[config.mk]
export PLATFORM = sky130hd
export DESIGN_NAME = hilo_sched
export DESIGN_NICKNAME = d
export VERILOG_FILES = /design/src/rtl/hilo_sched.sv
export SDC_FILE = /design/constraint.sdc
export NUM_CORES = 1
export LEC_CHECK = 0
export BUFFER_PORTS_ARGS = -buffer_cell sky130_fd_sc_hd__clkbuf_2
export CORE_MARGIN = 2
export CORE_UTILIZATION = 44
export CTS_CLUSTER_SIZE = 16
export DETAILED_ROUTE_END_ITERATION = 10
export GPL_ROUTABILITY_DRIVEN = 0
export PLACE_DENSITY = 0.92
export RECOVER_POWER = 100
export SYNTH_ARGS = -nofsm -noshare
export SYNTH_HDL_FRONTEND = slang
export SYNTH_SLANG_ARGS = --single-unit
[constraint.sdc]
create_clock -name clk -period 2.67 [get_ports clk]
set_clock_uncertainty 0.2 [all_clocks]
set_input_delay 0.4005 -clock clk [delete_from_list [all_inputs] [get_ports clk]]
set_output_delay 0.4005 -clock clk [all_outputs]
set_load 0.02 [all_outputs]
[src/rtl/hilo_sched.sv]
// hilo_sched: E-stage owner of the HI/LO pair. Launches the external
// fixed-latency multiplier or handshaked divider, stalls E while an op is in
// flight, commits results, and serves MFHI/MFLO/MTHI/MTLO.
//
// state | meaning
// IDLE  | no op in flight; MT*/MF* serviced, MULT*/DIV* launched from here
// MUL   | waiting for the multiplier; cnt counts down to the result cycle
// DIV   | waiting for div_done from the divider
// DONE  | result committed; stall released so the op leaves E, no relaunch
module hilo_sched #(
  parameter int MUL_LAT = 2
) (
  input  logic        clk,
  input  logic        resetn,
  input  logic        op_valid_e,
  input  logic [4:0]  alucontrol_e,
  input  logic [31:0] src_a_e,
  input  logic        flush,
  output logic        stall_e,
  output logic [31:0] hilo_rdata,
  output logic        mul_start,
  output logic        mul_signed,
  input  logic [63:0] mul_result,
  output logic        div_start,
  output logic        div_signed,
  output logic        div_cancel,
  input  logic        div_done,
  input  logic [63:0] div_result,
  output logic [31:0] hi_o,
  output logic [31:0] lo_o
);

  // ALU op encodings shared with the E-stage decoder
  localparam logic [4:0] ALU_MULT  = 5'd16;
  localparam logic [4:0] ALU_MULTU = 5'd17;
  localparam logic [4:0] ALU_DIV   = 5'd18;
  localparam logic [4:0] ALU_DIVU  = 5'd19;
  localparam logic [4:0] ALU_MTHI  = 5'd20;
  localparam logic [4:0] ALU_MTLO  = 5'd21;
  localparam logic [4:0] ALU_MFHI  = 5'd22;
  localparam logic [4:0] ALU_MFLO  = 5'd23;

  localparam int CW = (MUL_LAT > 1) ? $clog2(MUL_LAT) : 1;
  localparam logic [CW-1:0] CNT_INIT = CW'(MUL_LAT - 1);

  typedef enum logic [1:0] {S_IDLE, S_MUL, S_DIV, S_DONE} state_t;

  state_t        state_q, state_d;
  logic [CW-1:0] cnt_q;
  logic [31:0]   hi_q, lo_q;
  logic          mul_sgn_q, div_sgn_q;

  logic launch, is_mul, is_div, commit_mul, commit_div;

  // Op decode and qualified launch/commit strobes
  always_comb begin
    is_mul     = (alucontrol_e == ALU_MULT) || (alucontrol_e == ALU_MULTU);
    is_div     = (alucontrol_e == ALU_DIV)  || (alucontrol_e == ALU_DIVU);
    launch     = (state_q == S_IDLE) && op_valid_e && !flush;
    // flush wins over completion: a flushed result is dropped
    commit_mul = (state_q == S_MUL) && (cnt_q == '0) && !flush;
    commit_div = (state_q == S_DIV) && div_done && !flush;
  end

  // State register plus counter, signed flags and HI/LO
  always_ff @(posedge clk) begin
    if (!resetn) begin
      state_q   <= S_IDLE;
      cnt_q     <= '0;
      hi_q      <= '0;
      lo_q      <= '0;
      mul_sgn_q <= 1'b0;
      div_sgn_q <= 1'b0;
    end else begin
      state_q <= state_d;
      if (launch && is_mul) begin
        cnt_q     <= CNT_INIT;
        mul_sgn_q <= (alucontrol_e == ALU_MULT);
      end else if ((state_q == S_MUL) && (cnt_q != '0)) begin
        cnt_q <= cnt_q - CW'(1);
      end
      if (launch && is_div) div_sgn_q <= (alucontrol_e == ALU_DIV);
      if (launch && (alucontrol_e == ALU_MTHI)) hi_q <= src_a_e;
      if (launch && (alucontrol_e == ALU_MTLO)) lo_q <= src_a_e;
      if (commit_mul) begin
        hi_q <= mul_result[63:32];
        lo_q <= mul_result[31:0];
      end
      if (commit_div) begin
        hi_q <= div_result[63:32];
        lo_q <= div_result[31:0];
      end
    end
  end

  // Next-state logic; flush returns to IDLE from anywhere
  always_comb begin
    state_d = state_q;
    case (state_q)
      S_IDLE: begin
        if (launch && is_mul)      state_d = S_MUL;
        else if (launch && is_div) state_d = S_DIV;
      end
      S_MUL:  if (cnt_q == '0) state_d = S_DONE;
      S_DIV:  if (div_done)    state_d = S_DONE;
      S_DONE: state_d = S_IDLE;
      default: state_d = S_IDLE;
    endcase
    if (flush) state_d = S_IDLE;
  end

  // Outputs; everything held at 0 while resetn is low
  always_comb begin
    stall_e    = 1'b0;
    mul_start  = 1'b0;
    mul_signed = 1'b0;
    div_start  = 1'b0;
    div_signed = 1'b0;
    div_cancel = 1'b0;
    hilo_rdata = '0;
    hi_o       = '0;
    lo_o       = '0;
    if (resetn) begin
      case (state_q)
        S_IDLE: begin
          stall_e    = launch && (is_mul || is_div);
          mul_start  = launch && is_mul;
          mul_signed = launch && (alucontrol_e == ALU_MULT);
          div_start  = launch && is_div;
          div_signed = launch && (alucontrol_e == ALU_DIV);
        end
        S_MUL: begin
          stall_e    = 1'b1;
          mul_signed = mul_sgn_q;
        end
        S_DIV: begin
          stall_e    = 1'b1;
          div_signed = div_sgn_q;
          div_cancel = flush;
        end
        default: ;
      endcase
      if (alucontrol_e == ALU_MFHI)      hilo_rdata = hi_q;
      else if (alucontrol_e == ALU_MFLO) hilo_rdata = lo_q;
      hi_o = hi_q;
      lo_o = lo_q;
    end
  end

endmodule
==> results of run 1 <==
## state kept, by name, summed over array words and instances (netlist names)
register	count
div_sgn_q	1
mul_sgn_q	1
state_q	2
hi_q	32
cnt_q	1
lo_q	32
## worst reg2reg max path, cell delays in order, from the launching register on
cell and delay, ns:
dfxtp_1 0.33, inv_1 0.11, ha_1 0.22, or3b_1 0.41, buf_2 0.26, a31oi_1 0.25
clkbuf_2 0.41, a22o_1 0.21
## cells in the mapped netlist, types with 2 or more instances
cell      number
nor2_1       101
nand2_1      100
dfxtp_1       69
a22o_1        64
a31oi_1       64
and2_1        64
mux2i_1       32
buf_2         23
buf_6         14
clkbuf_1      12
a21oi_1        6
inv_1          6
ha_1           5
nand2b_1       5
buf_4          3
nor3_1         3
and3_1         2
and4bb_2       2
buf_1          2
nand3b_1       2
## cells by family (layout without fill, tap and decap cells)
| logic type | count (synthesis) | count (layout) | share of synthesized area |
|---|---|---|---|
| adders and majority gates | 5 | 5 | 0.01364 |
| muxes | 32 | 32 | 0.06981 |
| buffers and inverters | 60 | 307 | 0.08072 |
| and+or+nand+nor | 289 | 289 | 0.2940 |
| DFF | 69 | 69 | 0.3011 |
| AOI/OAI and AO/OA | 142 | 142 | 0.2408 |
## layer usage
layer / vias to the layer above / routed length, um / share of wire / global-route usage
li1: 2573 / - / - / -
met1: 2431 / 6210 / 0.40 / 0.3019
met2: 286 / 7541 / 0.49 / 0.4615
met3: 41 / 1113 / 0.072 / 0.05886
met4: 0 / 488 / 0.032 / 0.1222
met5: - / 0 / 0 / 0
## power breakdown
group | switching [mW] | internal [mW] | total (mW)
Sequential | 0.0102 | 1.04 | 1.05
Clock | 0.404 | 0.673 | 1.08
Combinational | 0.176 | 0.162 | 0.339
## stage by stage
stage                     hold slack (ns)  instance area (um2)  instances
final                              0.2419                 6088        980
after global routing               0.2379                 6088        980
after CTS                          0.1665                 6185        980
after detailed placement           0.2679                 5927        964
after global placement             0.2646                 5927        964
after floorplan                    0.2506                 4588        597
## timing repair
action | 4_1_cts | 5_1_grt
endpoints found under the setup margin | 0 | 3
resized for setup | 0 | 3
hold buffers | 0 | 0
## final cells by class
cell class / instances / share of cell area
well taps: 136 / 0.02795
clock buffers: 11 / 0.02487
inverters: 6 / 0.003699
flip-flops and latches: 69 / 0.2269
repair buffers: 285 / 0.2367
multi-input cells: 468 / 0.4624
clock inverters: 5 / 0.01747
## path summary, 6_finish.rpt
| path | slack [ns] | endpoint | cells past startpoint |
|---|---|---|---|
| max | 0.13 | hilo_rdata[9] | 5 |
| min | 0.24 | state_q[0] | 3 |
| max reg2reg | 0.22 | hi_q[20] | 7 |
| min reg2reg | 0.28 | mul_sgn_q | 2 |
==> run_results.csv, run 1 <==
group,metric,value,unit
status,status,"finished, final reports clean",
clock_tree,cts_made_buffers,9,
die,io_pins,272,
timing,fin_crit,2.543,ns
synth,synthTopCellsByArea,"dfxtp_1, a22o_1, a31oi_1",
power,cellPowerDensity,405.3,nW/um2
final_layout,mostFrequentLayoutCells,"clkbuf_2, nor2_1, nand2_1, dfxtp_1, a31oi_1",
run,max_cap_viol_count,0,
power,p_leak,2.865,nW
drt,via_per_inst,5.440,
global_route,grtUsageTotal,0.2629,
place,dp_hpwl,11.40,mm
final_layout,utilization,0.5951,
place,io_buffer_count,271,
setup_path,crit_required,2.07,ns
synth,avgSynthCellArea,7.685,um2
power,finalPower,2.468,mW
clock_tree,clockRootBuffer,"clkbuf_8",
setup_path,cp.buffers_inverters,2,
power,vdd_ir_drop_max,0.0002430,V
clock_tree,post_cts_buffers,0,
setup_path,slowest_stage,"or2_2",
timing,maxSlewViolCount,0,
timing,finalSetupTns,0,ns
clock_tree,clock_path_buffers,2,
synth,synth.distinct_cells,38,
die,die_x,106.1,um
synth,synth-seq-cells,69,
die,die_area,11260,um2
final_layout,nets,1014,
setup_path,cp.arrival,1.94,ns
global_route,grt-ovfl-total,0,
drt,wl_per_cell,15.67,um
timing,setup_viol_count_final,0,
die,num_rows,37,
place,dp_slack,0.3703,ns
drt,first_pass_iters,6,
final_layout,regArea,1381,um2
setup_path,start_kind,"input port",
die,fp.dieH,106.1,um
final_layout,layout_commonest_cell,"clkbuf_2",
drt,drc,0,
die,initial_core_util,0.4485,
setup_path,path_max_fanout,32,
timing,relSlewSlack,0.4553,
setup_path,worstSetupPathType,"input port to primary output",
synth,syn_area,4588,um2
final_layout,antenna_cells,0,
timing,clock.fmax,393.3,MHz
synth,synthArstFlopShare,0,
setup_path,r2r_start,"state_q[1]",
setup_path,endpoint_kind,"primary output",
clock_tree,clk_latency,0.33,ns
timing,final-hold-violation-count,0,
setup_path,crit_chain,"clkbuf_1 > nand4_1 > or2_2 > nor2_1 > clkbuf_1",
setup_path,crit_top_cell,"clkbuf_1",
synth,synth.yosys.seq_area_share,0.3011,
timing,rsz0062_at_grt,"false",
timing,period_share,0.9523,
synth,netlist_instances,597,
clock_tree,cts_tree,"done",
synth,synth-edff-count,0,
global_route,first_global_vias,5077,
setup_path,critPathLaunch,"alucontrol_e[1]",
setup_path,slowest_delay,0.58,ns
final_layout,area_delta_synth_final,32.70,%
synth,synth_top_cell_by_area,"dfxtp_1",
synth,synth_flop_cell,"dfxtp_1",
hold_path,hold_class,"input port to flop",
hold_path,hold_path.startpoint,"resetn",
global_route,grt_pass1_wl,24.04,mm
synth,yosys.area.top_type_share,0.3011,
final_layout,layout-drive-gt1-share,0.3128,
final_layout,multiInputGateArea,2815,um2
synth,synth_nets,772,
drt,drtIter0Drc,388,
global_route,antenna_found_initial,0,
drt,vias,5331,
timing,fin_ws,0.1273,ns
final_layout,nFillCells,972,
drt,ant_nets,0,
clock_tree,clkTransAtPathRegs,0.08,ns
die,coreArea,10230,um2
clock_tree,cts_max_level,3,
timing,tightest_slew,0.8151,ns
synth,yosysWarnings,0,
drt,routed_wl,15.35,mm
setup_path,crit_family,"simple AND/OR/NAND/NOR gates",
clock_tree,clock-sinks,69,
global_route,grt_max_degree,71,
Power figures use the tool's default switching activity.
==> run 2, diff against run 1 <==
--- a/config.mk
+++ b/config.mk
@@ -14,3 +14,2 @@
 export PLACE_DENSITY = 0.92
-export RECOVER_POWER = 100
 export SYNTH_ARGS = -nofsm -noshare
--- a/constraint.sdc
+++ b/constraint.sdc
@@ -4,2 +4,2 @@
 set_output_delay 0.4005 -clock clk [all_outputs]
-set_load 0.02 [all_outputs]
+set_load 0.1 [all_outputs]
==> run 2 against run 1 <==
Critical path type is now flop to primary output. Power shrank 2.3%. Global-route usage grew 3.2 points. Largest power group is now registers. Largest cell class is now buffers. Register-to-register slack got worse by 0.08 ns.
==> run_results.csv, run 2 (same netlist as run 1, synthesis figures left out) <==
group,metric,value,unit
final_layout,regArea,1381,um2
timing,maxSlewViolCount,0,
power,netSwitchingPower,638.5,uW
die,num_rows,37,
die,die_area,11260,um2
power,seqPwrFrac,0.436,
drt,wl_per_cell,17.41,um
die,fp.dieH,106.1,um
place,dp.cells,964,
die,coreArea,10230,um2
power,power.share.clock,0.389,
final_layout,antenna_cells,0,
global_route,grtUsageTotal,0.2947,
power,p_leak,3.402,nW
drt,drtIter0Drc,395,
timing,fin_crit,2.546,ns
timing,relSlewSlack,0.3488,
global_route,grt_pass1_wl,26.57,mm
drt,via_per_inst,5.650,
clock_tree,clk_latency,0.34,ns
clock_tree,cts_max_level,3,
final_layout,area_delta_synth_final,67.63,%
timing,final-hold-violation-count,0,
power,p_sw_frac,0.2647,
setup_path,start_kind,"flop",
global_route,grt_max_degree,71,
setup_path,crit_family,"simple AND/OR/NAND/NOR gates",
global_route,first_global_vias,5480,
timing,whs,0.1679,ns
drt,first_pass_iters,5,
timing,setup_viol_count_final,0,
clock_tree,clkTransAtPathRegs,0.08,ns
global_route,antenna_found_initial,0,
place,dp_hpwl,12.93,mm
setup_path,endpoint_kind,"primary output",
setup_path,slowest_stage,"dfxtp_1",
drt,vias,5531,
setup_path,crit_required,2.07,ns
setup_path,worstSetupPathType,"flop to primary output",
clock_tree,clock_path_buffers,2,
clock_tree,postCtsHoldBufs,0,
hold_path,hold_class,"input port to flop",
drt,ant_nets,0,
final_layout,largestRegisters,"hi_q (32), lo_q (32), state_q (2)",
global_route,top_usage_layer,"met2",
setup_path,cp.arrival,1.95,ns
clock_tree,clock-sinks,69,
power,p_comb_frac,0.175,
final_layout,nets,1014,
clock_tree,cts_made_buffers,9,
setup_path,slowest_delay,0.35,ns
timing,tightest_slew,0.9746,ns
drt,routed_wl,17.04,mm
power,intPower,1.773,mW
setup_path,path_max_fanout,6,
final_layout,layout_commonest_cell,"clkbuf_2",
die,die_x,106.1,um
final_layout,layout-drive-gt1-share,0.3784,
die,io_pins,272,
timing,clock.fmax,392.7,MHz
die,initial_core_util,0.4485,
setup_path,crit_chain,"inv_1 > ha_2 > nand2b_2 > nor3_4 > nand2b_1 > a21oi_2 > buf_12",
setup_path,crit_cells,7,
power,cellPowerDensity,313.6,nW/um2
power,vdd_ir_drop_max,0.0001954,V
timing,rsz0062_at_grt,"false",
clock_tree,clockRootBuffer,"clkbuf_8",
global_route,grt-ovfl-total,0,
hold_path,hold-path-cell-count,2,
setup_path,cp.buffers_inverters,2,
timing,period_share,0.9537,
final_layout,multiInputGateArea,2885,um2
final_layout,final_cells,979,
status,status,"finished, final reports clean",
clock_tree,cts_tree,"done",
global_route,grt_use_met3,0.05702,
run,max_cap_viol_count,0,
global_route,met2_usage,0.5380,
drt,drc,0,
place,io_buffer_count,271,
final_layout,nFillCells,672,
global_route,use_met1,0.3248,
final_layout,mostFrequentLayoutCells,"clkbuf_2, buf_12, nor2_1, nand2_1, dfxtp_1",
final_layout,fin_area,7691,um2
setup_path,rr_worst_depth,6,
place,dpl_cell_area,7458,um2
-- run 2: cell count changes in the layout (fill, tap and decap cells not counted), moves of 7 or more --
cell	delta
buf_4	+7
clkbuf_2	-57
and2_0	-31
and2_1	+31
clkbuf_1	-47
buf_12	+100
-- run 2: worst paths after layout --
| check | startpoint | to | slack, ns |
|---|---|---|---|
| hold / removal | alucontrol_e[0] | div_sgn_q | 0.17 |
| setup reg to reg | state_q[1] | hi_q[18] | 0.14 |
| hold reg to reg | mul_sgn_q | mul_sgn_q | 0.30 |
| setup / recovery | state_q[0] | mul_signed | 0.12 |
-- run 2: metal layers --
layer / vias to the layer above / routed length [um]
li1: 2575 / -
met1: 2585 / 6376
met2: 314 / 8793
met3: 57 / 1303
met4: 0 / 571
met5: - / 0
-- run 2: power groups by stage --
| stage | Sequential (mW) | Clock [mW] | Combinational, mW |
|---|---|---|---|
| 5_1_grt | 1.05 | 0.997 | 0.448 |
| 6_report | 1.05 | 0.939 | 0.421 |
| 2_1_floorplan | 1.07 | 0 | 0.218 |
| 3_3_place_gp | 1.07 | 0 | 0.400 |
| 4_1_cts | 1.05 | 0.952 | 0.416 |
| 3_5_place_dp | 1.08 | 0 | 0.414 |
-- run 2: timing repair --
action	CTS	global route
gates resized for setup	2	3
buffers inserted	0	0
endpoints found under the setup margin	2	4
endpoints found under the hold margin	0	0
-- run 2: through the flow --
step | utilization | TNS, ns | worst slack [ns] | total power, mW
floorplan | - | -14.27 | -0.4479 | 1.290
global placement | 0.7290 | 0 | 0.3021 | 1.474
detailed placement | 0.7290 | 0 | 0.1718 | 1.489
CTS | 0.7506 | 0 | 0.002497 | 2.420
global route | 0.7517 | 0 | 0.01240 | 2.497
finish | 0.7517 | 0 | 0.1236 | 2.412
-- run 2: area by class of cell --
cell class,count,area share
clock buffer,11,0.01838
inverter,6,0.002928
tap,136,0.02212
clock inverter,4,0.009435
multi-input combinational,468,0.3751
timing repair buffer,285,0.3924
sequential,69,0.1796
